<file path="src/rtl/inst_bus_pkg.sv">
// Shared definitions for the instruction bus arbiter: width defaults,
// arbitration FSM states and the two-way requester index.
package inst_bus_pkg;

  localparam int INST_W_DEF = 12;
  localparam int DEV_N_DEF  = 8;

  typedef enum logic [1:0] {
    ARB  = 2'd0,
    OWN0 = 2'd1,
    OWN1 = 2'd2
  } arb_state_t;

  typedef logic req_idx_t;

  localparam req_idx_t REQ0 = 1'b0;
  localparam req_idx_t REQ1 = 1'b1;

endpackage

</file>
<file path="src/rtl/rr_pick2.sv">
// Two-way round-robin selector: on a tie the requester that was not
// granted most recently wins.
module rr_pick2
  import inst_bus_pkg::*;
(
  input  logic [1:0] elig,
  input  req_idx_t   last,
  output logic [1:0] grant
);

  always_comb begin
    grant = 2'b00;
    case (elig)
      2'b01:   grant = 2'b01;
      2'b10:   grant = 2'b10;
      2'b11:   grant = (last == REQ1) ? 2'b01 : 2'b10;
      default: grant = 2'b00;
    endcase
  end

endmodule

</file>
<file path="src/rtl/inst_arbiter.sv">
// Two-requester instruction bus arbiter with registered one-cycle issue.
// Define INST_ARBITER_LOCK_EN to build the ownership lock (OWN0/OWN1 + timeout).
module inst_arbiter
  import inst_bus_pkg::*;
#(
  parameter int INST_W  = INST_W_DEF,
  parameter int DEV_N   = DEV_N_DEF,
  parameter int LOCK_TO = 16
) (
  input  logic              clock,
  input  logic              reset,
  input  logic [INST_W-1:0] req0_inst,
  input  logic [INST_W-1:0] req1_inst,
  input  logic [DEV_N-1:0]  req0_wen,
  input  logic [DEV_N-1:0]  req1_wen,
  input  logic              req0_valid,
  input  logic              req1_valid,
  input  logic              req0_lock,
  input  logic              req1_lock,
  output logic              req0_ready,
  output logic              req1_ready,
  input  logic [DEV_N-1:0]  dev_busy,
  output logic [INST_W-1:0] inst,
  output logic [DEV_N-1:0]  inst_wen
);

  logic [1:0][DEV_N-1:0] wen_arr;
  logic [1:0]            valid_arr;
  logic [1:0]            elig;
  logic [1:0]            allow;
  logic [1:0]            grant;
  logic                  xfer;
  req_idx_t              xfer_idx;
  req_idx_t              last_reg;
  arb_state_t            state;
  logic [INST_W-1:0]     inst_reg;
  logic [DEV_N-1:0]      inst_wen_reg;

  assign wen_arr   = {req1_wen, req0_wen};
  assign valid_arr = {req1_valid, req0_valid};

  // A requester aimed at any busy device sits out without blocking the other.
  generate
    for (genvar gi = 0; gi < 2; gi++) begin : g_elig
      assign elig[gi] = valid_arr[gi] && ((wen_arr[gi] & dev_busy) == '0);
    end
  endgenerate

  always_comb begin
    allow = 2'b11;
    case (state)
      OWN0:    allow = 2'b01;
      OWN1:    allow = 2'b10;
      default: allow = 2'b11;
    endcase
  end

  rr_pick2 u_pick (
    .elig  (elig & allow & {2{~reset}}),
    .last  (last_reg),
    .grant (grant)
  );

  assign req0_ready = grant[0];
  assign req1_ready = grant[1];
  assign xfer       = |grant;
  assign xfer_idx   = grant[1] ? REQ1 : REQ0;

  always_ff @(posedge clock) begin
    if (reset) begin
      inst_reg     <= '0;
      inst_wen_reg <= '0;
      last_reg     <= REQ1;
    end else begin
      inst_wen_reg <= '0;
      if (xfer) begin
        inst_reg     <= grant[1] ? req1_inst : req0_inst;
        inst_wen_reg <= grant[1] ? req1_wen : req0_wen;
        last_reg     <= xfer_idx;
      end
    end
  end

  assign inst     = inst_reg;
  assign inst_wen = inst_wen_reg;

`ifdef INST_ARBITER_LOCK_EN
  localparam int TMR_W = $clog2(LOCK_TO + 1);

  arb_state_t       state_reg, state_next;
  logic [TMR_W-1:0] timer_reg, timer_next;
  logic             lock_sel;

  assign lock_sel = grant[1] ? req1_lock : req0_lock;
  assign state    = state_reg;

  // While owned, the allow mask guarantees any transfer comes from the owner.
  always_comb begin
    state_next = state_reg;
    timer_next = timer_reg;
    case (state_reg)
      ARB: begin
        if (xfer && lock_sel) begin
          state_next = grant[1] ? OWN1 : OWN0;
          timer_next = '0;
        end
      end
      OWN0, OWN1: begin
        if (xfer) begin
          timer_next = '0;
          if (!lock_sel) state_next = ARB;
        end else if (timer_reg == TMR_W'(LOCK_TO - 1)) begin
          state_next = ARB;
          timer_next = '0;
        end else begin
          timer_next = timer_reg + 1'b1;
        end
      end
      default: begin
        state_next = ARB;
        timer_next = '0;
      end
    endcase
  end

  always_ff @(posedge clock) begin
    if (reset) begin
      state_reg <= ARB;
      timer_reg <= '0;
    end else begin
      state_reg <= state_next;
      timer_reg <= timer_next;
    end
  end
`else
  localparam int unused_lock_to = LOCK_TO;
  logic unused_lock;

  assign unused_lock = req0_lock ^ req1_lock;
  assign state       = ARB;
`endif

endmodule

</file>
<file path="config.mk">
export PLATFORM = sky130hd
export DESIGN_NAME = inst_arbiter
export DESIGN_NICKNAME = d
export VERILOG_FILES = /design/src/rtl/inst_bus_pkg.sv /design/src/rtl/rr_pick2.sv /design/src/rtl/inst_arbiter.sv
export SDC_FILE = /design/constraint.sdc
export NUM_CORES = 1
export LEC_CHECK = 0
export CAP_MARGIN = 20
export CELL_PAD_IN_SITES_DETAIL_PLACEMENT = 0
export CELL_PAD_IN_SITES_GLOBAL_PLACEMENT = 2
export CORE_MARGIN = 1.5
export CORE_UTILIZATION = 20
export CTS_BUF_LIST = sky130_fd_sc_hd__clkbuf_8
export DETAILED_ROUTE_END_ITERATION = 16
export GPL_TIMING_DRIVEN = 0
export PLACE_DENSITY = 0.95
export SKIP_LAST_GASP = 1
export SYNTH_ARGS = -nofsm -noshare
export SYNTH_HDL_FRONTEND = slang
export SYNTH_SLANG_ARGS = --single-unit
</file>
<file path="constraint.sdc">
create_clock -name clock -period 5.1 [get_ports clock]
set_clock_uncertainty 0.1 [all_clocks]
set_input_delay 1.275 -clock clock [delete_from_list [all_inputs] [get_ports clock]]
set_output_delay 1.275 -clock clock [all_outputs]
set_load 0.02 [all_outputs]
</file>
==> key figures <==
Synth
  • Yosys cell types: 24
  • Syn_nets: 155
  • Largest area contributor in the netlist: dfxtp_1
  • Synthesized cell area: ~0.0010 mm2
  • Yosys Warn Count: 0
  • Mean Syn Cell Area: 10.1 um2
  • EDFF count, synth: 0
  • Top-count cell post-synth: nor2_1
  • Cells after Synth: 101
  • Synth top area share: 41.3%
  • Seq/Total Area, Yosys: 41.3%
  • Top_reg_cell synth: dfxtp_1
  • #FFs+latches synth: 21
  • Synth area leaders: dfxtp_1 41%, mux2i_1 20%, nor2_1 8.5%, a211oi_1 8.1%, a22oi_2 2.5%
  • Synth cell count leaders: 23 x nor2_1, 21 x dfxtp_1, 20 x mux2i_1
  • Post-synth ARST share: 0%

Floorplan
  • CORE AREA: between 0.004 and 0.005 mm2
  • Die height: 74.4 um
  • Die Wd: 74.4 um
  • Initial core utilization: around a fifth
  • Die ar.: 0.00553 mm2
  • # rows: 25
  • I/O pins: between 70 and 80

Critical path
  • CP startpoint kind: input pin
  • R2R cell count: 4
  • Crit. End Element: primary output
  • Crit path DAT: 3.34 ns
  • Crit path max fanout: 10
  • R2R setup slack: between 3 and 4 ns
  • FF-to-FF End: inst[10]
  • CP Data Required Time: between 3 and 4 ns
  • RR Startpoint: last_reg
  • CP Class: in -> out

Placed design
  • Dpl cell area: about 0.0018 mm2
  • DP HPWL: 2450 um
  • Dpl ws: 0.368 ns
  • Routability congestion estimate: 0.735
  • PortBufs: 73

CTS
  • CTS tree: yes
  • Worst-path clk slew: about 0.080 ns
  • PostCTS Resize Cnt: 0
  • Worst skew pair latency: roughly 0.26 ns
  • Clk sink count: 21
  • Worst-case clock buffer depth: 2
  • Post-CTS Setup Bufs: 0
  • Num CTS Buffers: 3
  • Hold_buf cts: 0
  • Htree depth: 1
  • Clk root buf: clkbuf_8

Power
  • P per Cell Area: 199 mW/mm2
  • Leak pwr: around 0.6 nW
  • VDD IR max: 0.0744 mV
  • Total chip power: 0.375 mW

Cells and area
  • Number of diodes: 0
  • P&R area growth vs syn: 84.5%
  • Net count, final: between 200 and 250
  • Filler instances: 501
  • Fraction of layout cells with a size suffix above 1: 8.43%
  • Post-layout util: between 30% and 40%
  • Max FFs per register: 12
  • Final instance area: 0.00188 mm2

Timing
  • Post-route minimum period: 4.71 ns
  • Max transition margin: 60.5%
  • Setup TNS: 0 ns
  • Final Max Tran Viols: 0
  • Post-route setup slack: around 0.39 ns
  • Hold Vio Cnt, Final: 0
  • Worst Max-Slew Pin Slew: ~0.6 ns
  • Setup violations, final: 0
  • Crit share post-route: 92.4%
  • Max Clk Rate: 212 MHz
  • RSZ-0062 raised after global routing: false

Global route
  • GRT Resource Usage Total: 10.6%
  • Vias in the first global route: 983
  • First-pass GRT wire length: 4470 um
  • GR Util met3: 1.76%
  • Initial antenna violation count: 0
  • Met1 Usage GRT: 13.1%
  • Largest net degree at the start of global routing: 13
  • Met2 global-route usage: 18.8%
  • Gr ovfl total: 0
  • Gr busiest metal: met2

Min path
  • Min-delay src: inst[8]
  • Worst Hold Path EP: inst[8]
  • Hold crit path type: reg -> reg
  • Hold path depth: 2

Route
  • Routed Antenna Nets: 0
  • Overall routed net length: just over 3000 um
  • First-pass detailed-route iteration total: 4
  • Via-to-Cell Ratio: approximately 4.2
  • Initial DRC count: 9
  • Vias: roughly 1000
  • DRC: 0
  • DR WL/cell: 12.3 um

Job
  • Max-Cap Viols: 0

Outcome
  • Run status: finished, final reports clean
## layout by cell type (no fill, tap or decap), drive strengths merged
master and n:
nand2 3, a211oi 13, o21a 1, a222oi 1
or2 1, a21boi 1, dfxtp 21, and4 1
clkdlybuf4s50 73, o22ai 1, mux2i 20, a22oi 5
clkinv 1, nor2b 1, a21oi 1, clkbuf 4
nand4 2, buf 4, o21ai 1, nor2 23
## layer usage
metal	share of wire [%]	wire length, um	vias up
li1	-	-	526
met1	44	1340	481
met2	52	1580	26
met3	2.9	87	2
met4	0.46	14	0
met5	0	0	-
## critical path, stage by stage
cell and delay [ns]:
clkdlybuf4s50_1 0.55, nor2b_2 0.21, nand4_4 0.14, a211oi_4 0.31, buf_6 0.22, clkdlybuf4s50_1 0.62
## worst max-delay path by stage
stage	start	to
after floorplan	req0_wen[5]	req0_ready
after global placement	reset	req1_ready
after detailed placement	reset	req1_ready
after CTS	reset	req1_ready
after global routing	reset	req1_ready
final	reset	req1_ready
## kinds of logic (layout without fill, tap and decap cells)
group / after synthesis / in the layout / share of synthesized area, %
DFF: 21 / 21 / 41.3
muxes: 20 / 20 / 19.7
AOI/OAI and AO/OA: 24 / 24 / 20.6
buffers and inverters: 5 / 82 / 3.81
and+or+nand+nor: 31 / 31 / 14.6
## where the power goes
part | internal (mW) | switching (mW) | leakage, nW
Clock | 0.0543 | 0.0544 | 0.0255
Sequential | 0.170 | 0.00272 | 0.170
Combinational | 0.0575 | 0.0362 | 0.417
Total | 0.281 | 0.0933 | 0.612
## cell type report
class                      instances  area [um2]  area share, %
clock buffer                       3        41.3           2.20
sequential                        21         420           22.4
buffer                             5        38.8           2.06
timing repair buffer              73         731           38.9
clock inverter                     1        5.00          0.266
tap                               67        83.8           4.46
multi-input combinational         75         559           29.8
## per-stage QoR
| stage | hold WS, ns | std cells |
|---|---|---|
| after floorplan | 0.398 | 101 |
| after global placement | 0.385 | 241 |
| after detailed placement | 0.394 | 241 |
| after CTS | 0.403 | 245 |
| after global routing | 0.416 | 245 |
| final | 0.402 | 245 |
(Power assumes the default switching activity.)
==> patch (same settings) <==
Set the package constant `INST_W_DEF` to 24 (it was 12).
--- a/src/rtl/inst_bus_pkg.sv
+++ b/src/rtl/inst_bus_pkg.sv
@@ -3,5 +3,5 @@
 package inst_bus_pkg;
 
-  localparam int INST_W_DEF = 12;
+  localparam int INST_W_DEF = 24;
   localparam int DEV_N_DEF  = 8;
 
Interface: changed (resized inst, req0_inst and req1_inst); port bits go from 76 to 112. No check against the original RTL was run, so the function may have changed too.
==> patch against the unedited design <==
  * Worst setup slack got worse by 0.26 ns
  * Area after synthesis is 65% higher
  * Die area rose by 62%
  * Non-clock buffer count grew 49
  * Cell area up 60%
  * Final cell count is 74% higher
  * Wire length grew 100%
  * Register-to-register slack worse by 0.82 ns
  * Sequential cell count increased by 12
  * Total power is 66% higher
==> patch: results (changes against the unedited design) <==
\begin{tabular}{lr}
\hline
Metric & Value \\
\hline
\multicolumn{2}{l}{\textbf{Outcome}} \\
Status & finished, final reports clean (unchanged) \\
\multicolumn{2}{l}{\textbf{Route}} \\
WL met3 & 554 um (was 87 um) \\
Met2 Wirelength & 2.82 mm (was 1.58 mm) \\
Iteration-0 DRC count of the detailed router & 49 (was 9) \\
\multicolumn{2}{l}{\textbf{Setup path}} \\
R2R Setup Slk & 2.85 ns (was 3.67 ns) \\
End point of the critical path & req0\_ready (was req1\_ready) \\
Data arrival time of the critical path & 3.59 ns (was 3.34 ns) \\
Launch point of the critical path & req0\_wen[2] (was reset) \\
\multicolumn{2}{l}{\textbf{Clock tree}} \\
Insertion delay of the later-clocked pin in the worst-skew pair & 0.28 ns (was 0.26 ns) \\
\multicolumn{2}{l}{\textbf{STA}} \\
Remaining max-slew budget at the tightest pin & 59.9\% (was 60.5\%) \\
\multicolumn{2}{l}{\textbf{Min path}} \\
Worst Hold Endpoint & inst[1] (was inst[8]) \\
Launch point of the worst hold path & inst[1] (was inst[8]) \\
\multicolumn{2}{l}{\textbf{Final layout}} \\
Sequential portion of the cell area & 22.0\% (was 22.4\%) \\
Total number of nets in the final design & 400 (was 233) \\
Layout clock buffers & 6 (was 3) \\
Ratio of cells with drive above 1 in the final layout & 6.52\% (was 8.43\%) \\
Fraction of area in clock buffers and inverters & 2.87\% (was 2.46\%) \\
Buffers excl. clock & 127 (was 78) \\
\multicolumn{2}{l}{\textbf{Power}} \\
Overall power after layout & 621 uW (was 375 uW) \\
Switching share of power & 26.2\% (was 24.9\%) \\
\multicolumn{2}{l}{\textbf{Placement}} \\
Detail Placement HPWL & 4.58 mm (was 2.45 mm) \\
Total cell area at the placement stage & 2900 um\^{}2 (was 1830 um\^{}2) \\
\multicolumn{2}{l}{\textbf{Global route}} \\
Met3 global-route usage & 4.11\% (was 1.76\%) \\
Overall fraction of global-route tracks in use & 13.3\% (was 10.6\%) \\
\multicolumn{2}{l}{\textbf{Synth}} \\
Number of register bits inferred by synthesis & 33 (was 21) \\
Biggest area contributors in the synthesized netlist & sky130\_fd\_sc\_hd\_\_dfxtp\_1 39\%, sky130\_fd\_sc\_hd\_\_o31a\_1 9.9\%, sky130\_fd\_sc\_hd\_\_o21ai\_0 8.3\% (was sky130\_fd\_sc\_hd\_\_dfxtp\_1 41\%, sky130\_fd\_sc\_hd\_\_mux2i\_1 20\%, sky130\_fd\_sc\_hd\_\_nor2\_1 8.5\%) \\
Commonest cells in the netlist & 33 x sky130\_fd\_sc\_hd\_\_dfxtp\_1, 28 x sky130\_fd\_sc\_hd\_\_o21ai\_0, 22 x sky130\_fd\_sc\_hd\_\_nor2\_1 (was 23 x sky130\_fd\_sc\_hd\_\_nor2\_1, 21 x sky130\_fd\_sc\_hd\_\_dfxtp\_1, 20 x sky130\_fd\_sc\_hd\_\_mux2i\_1) \\
\hline
\end{tabular}
patch: changes by cell type in the layout (fill, tap and decap cells not counted), moves of 5 or more:
cell | before | now
sky130_fd_sc_hd__nand2_1 | 3 | 13
sky130_fd_sc_hd__clkbuf_1 | 1 | 10
sky130_fd_sc_hd__clkdlybuf4s50_1 | 73 | 107
sky130_fd_sc_hd__a211oi_1 | 11 | 16
sky130_fd_sc_hd__o211a_1 | 0 | 5
sky130_fd_sc_hd__mux2i_1 | 20 | 0
sky130_fd_sc_hd__a221o_1 | 0 | 5
sky130_fd_sc_hd__o21ai_0 | 1 | 28
sky130_fd_sc_hd__dfxtp_1 | 21 | 33
sky130_fd_sc_hd__o31a_1 | 0 | 19
sky130_fd_sc_hd__nand3_1 | 0 | 9
sky130_fd_sc_hd__inv_1 | 0 | 21
patch: cells by family (layout without fill, tap and decap cells):
group	Yosys count	in the layout	share of synthesized area, %
compound gates	85	85	38.2
simple gates	50	50	12.6
buf+inv	39	154	9.96
flops	33	33	39.3
patch: worst max-delay path: stages:
cell and delay, ns:
sky130_fd_sc_hd__clkdlybuf4s50_1 0.44, sky130_fd_sc_hd__a22oi_1 0.24, sky130_fd_sc_hd__nand4_1 0.28, sky130_fd_sc_hd__nor2_4 0.23, sky130_fd_sc_hd__clkbuf_2 0.25, sky130_fd_sc_hd__a21boi_0 0.24, sky130_fd_sc_hd__clkdlybuf4s50_1 0.64
patch: stage by stage:
step                utilization [%]  TNS [ns]  cells  setup slack, ns
floorplan                         -         0    207            0.946
global placement               35.4    -0.443    420           -0.319
detailed placement             35.4    -0.362    420           -0.288
CTS                            36.6         0    427           0.0547
global route                   36.7   -0.0665    427          -0.0665
finish                         36.7         0    427            0.130
patch: what timing repair did:
item / CTS / global route
resized for setup: 4 / 4
hold buffers: 0 / 0
setup endpoints to repair: 2 / 2
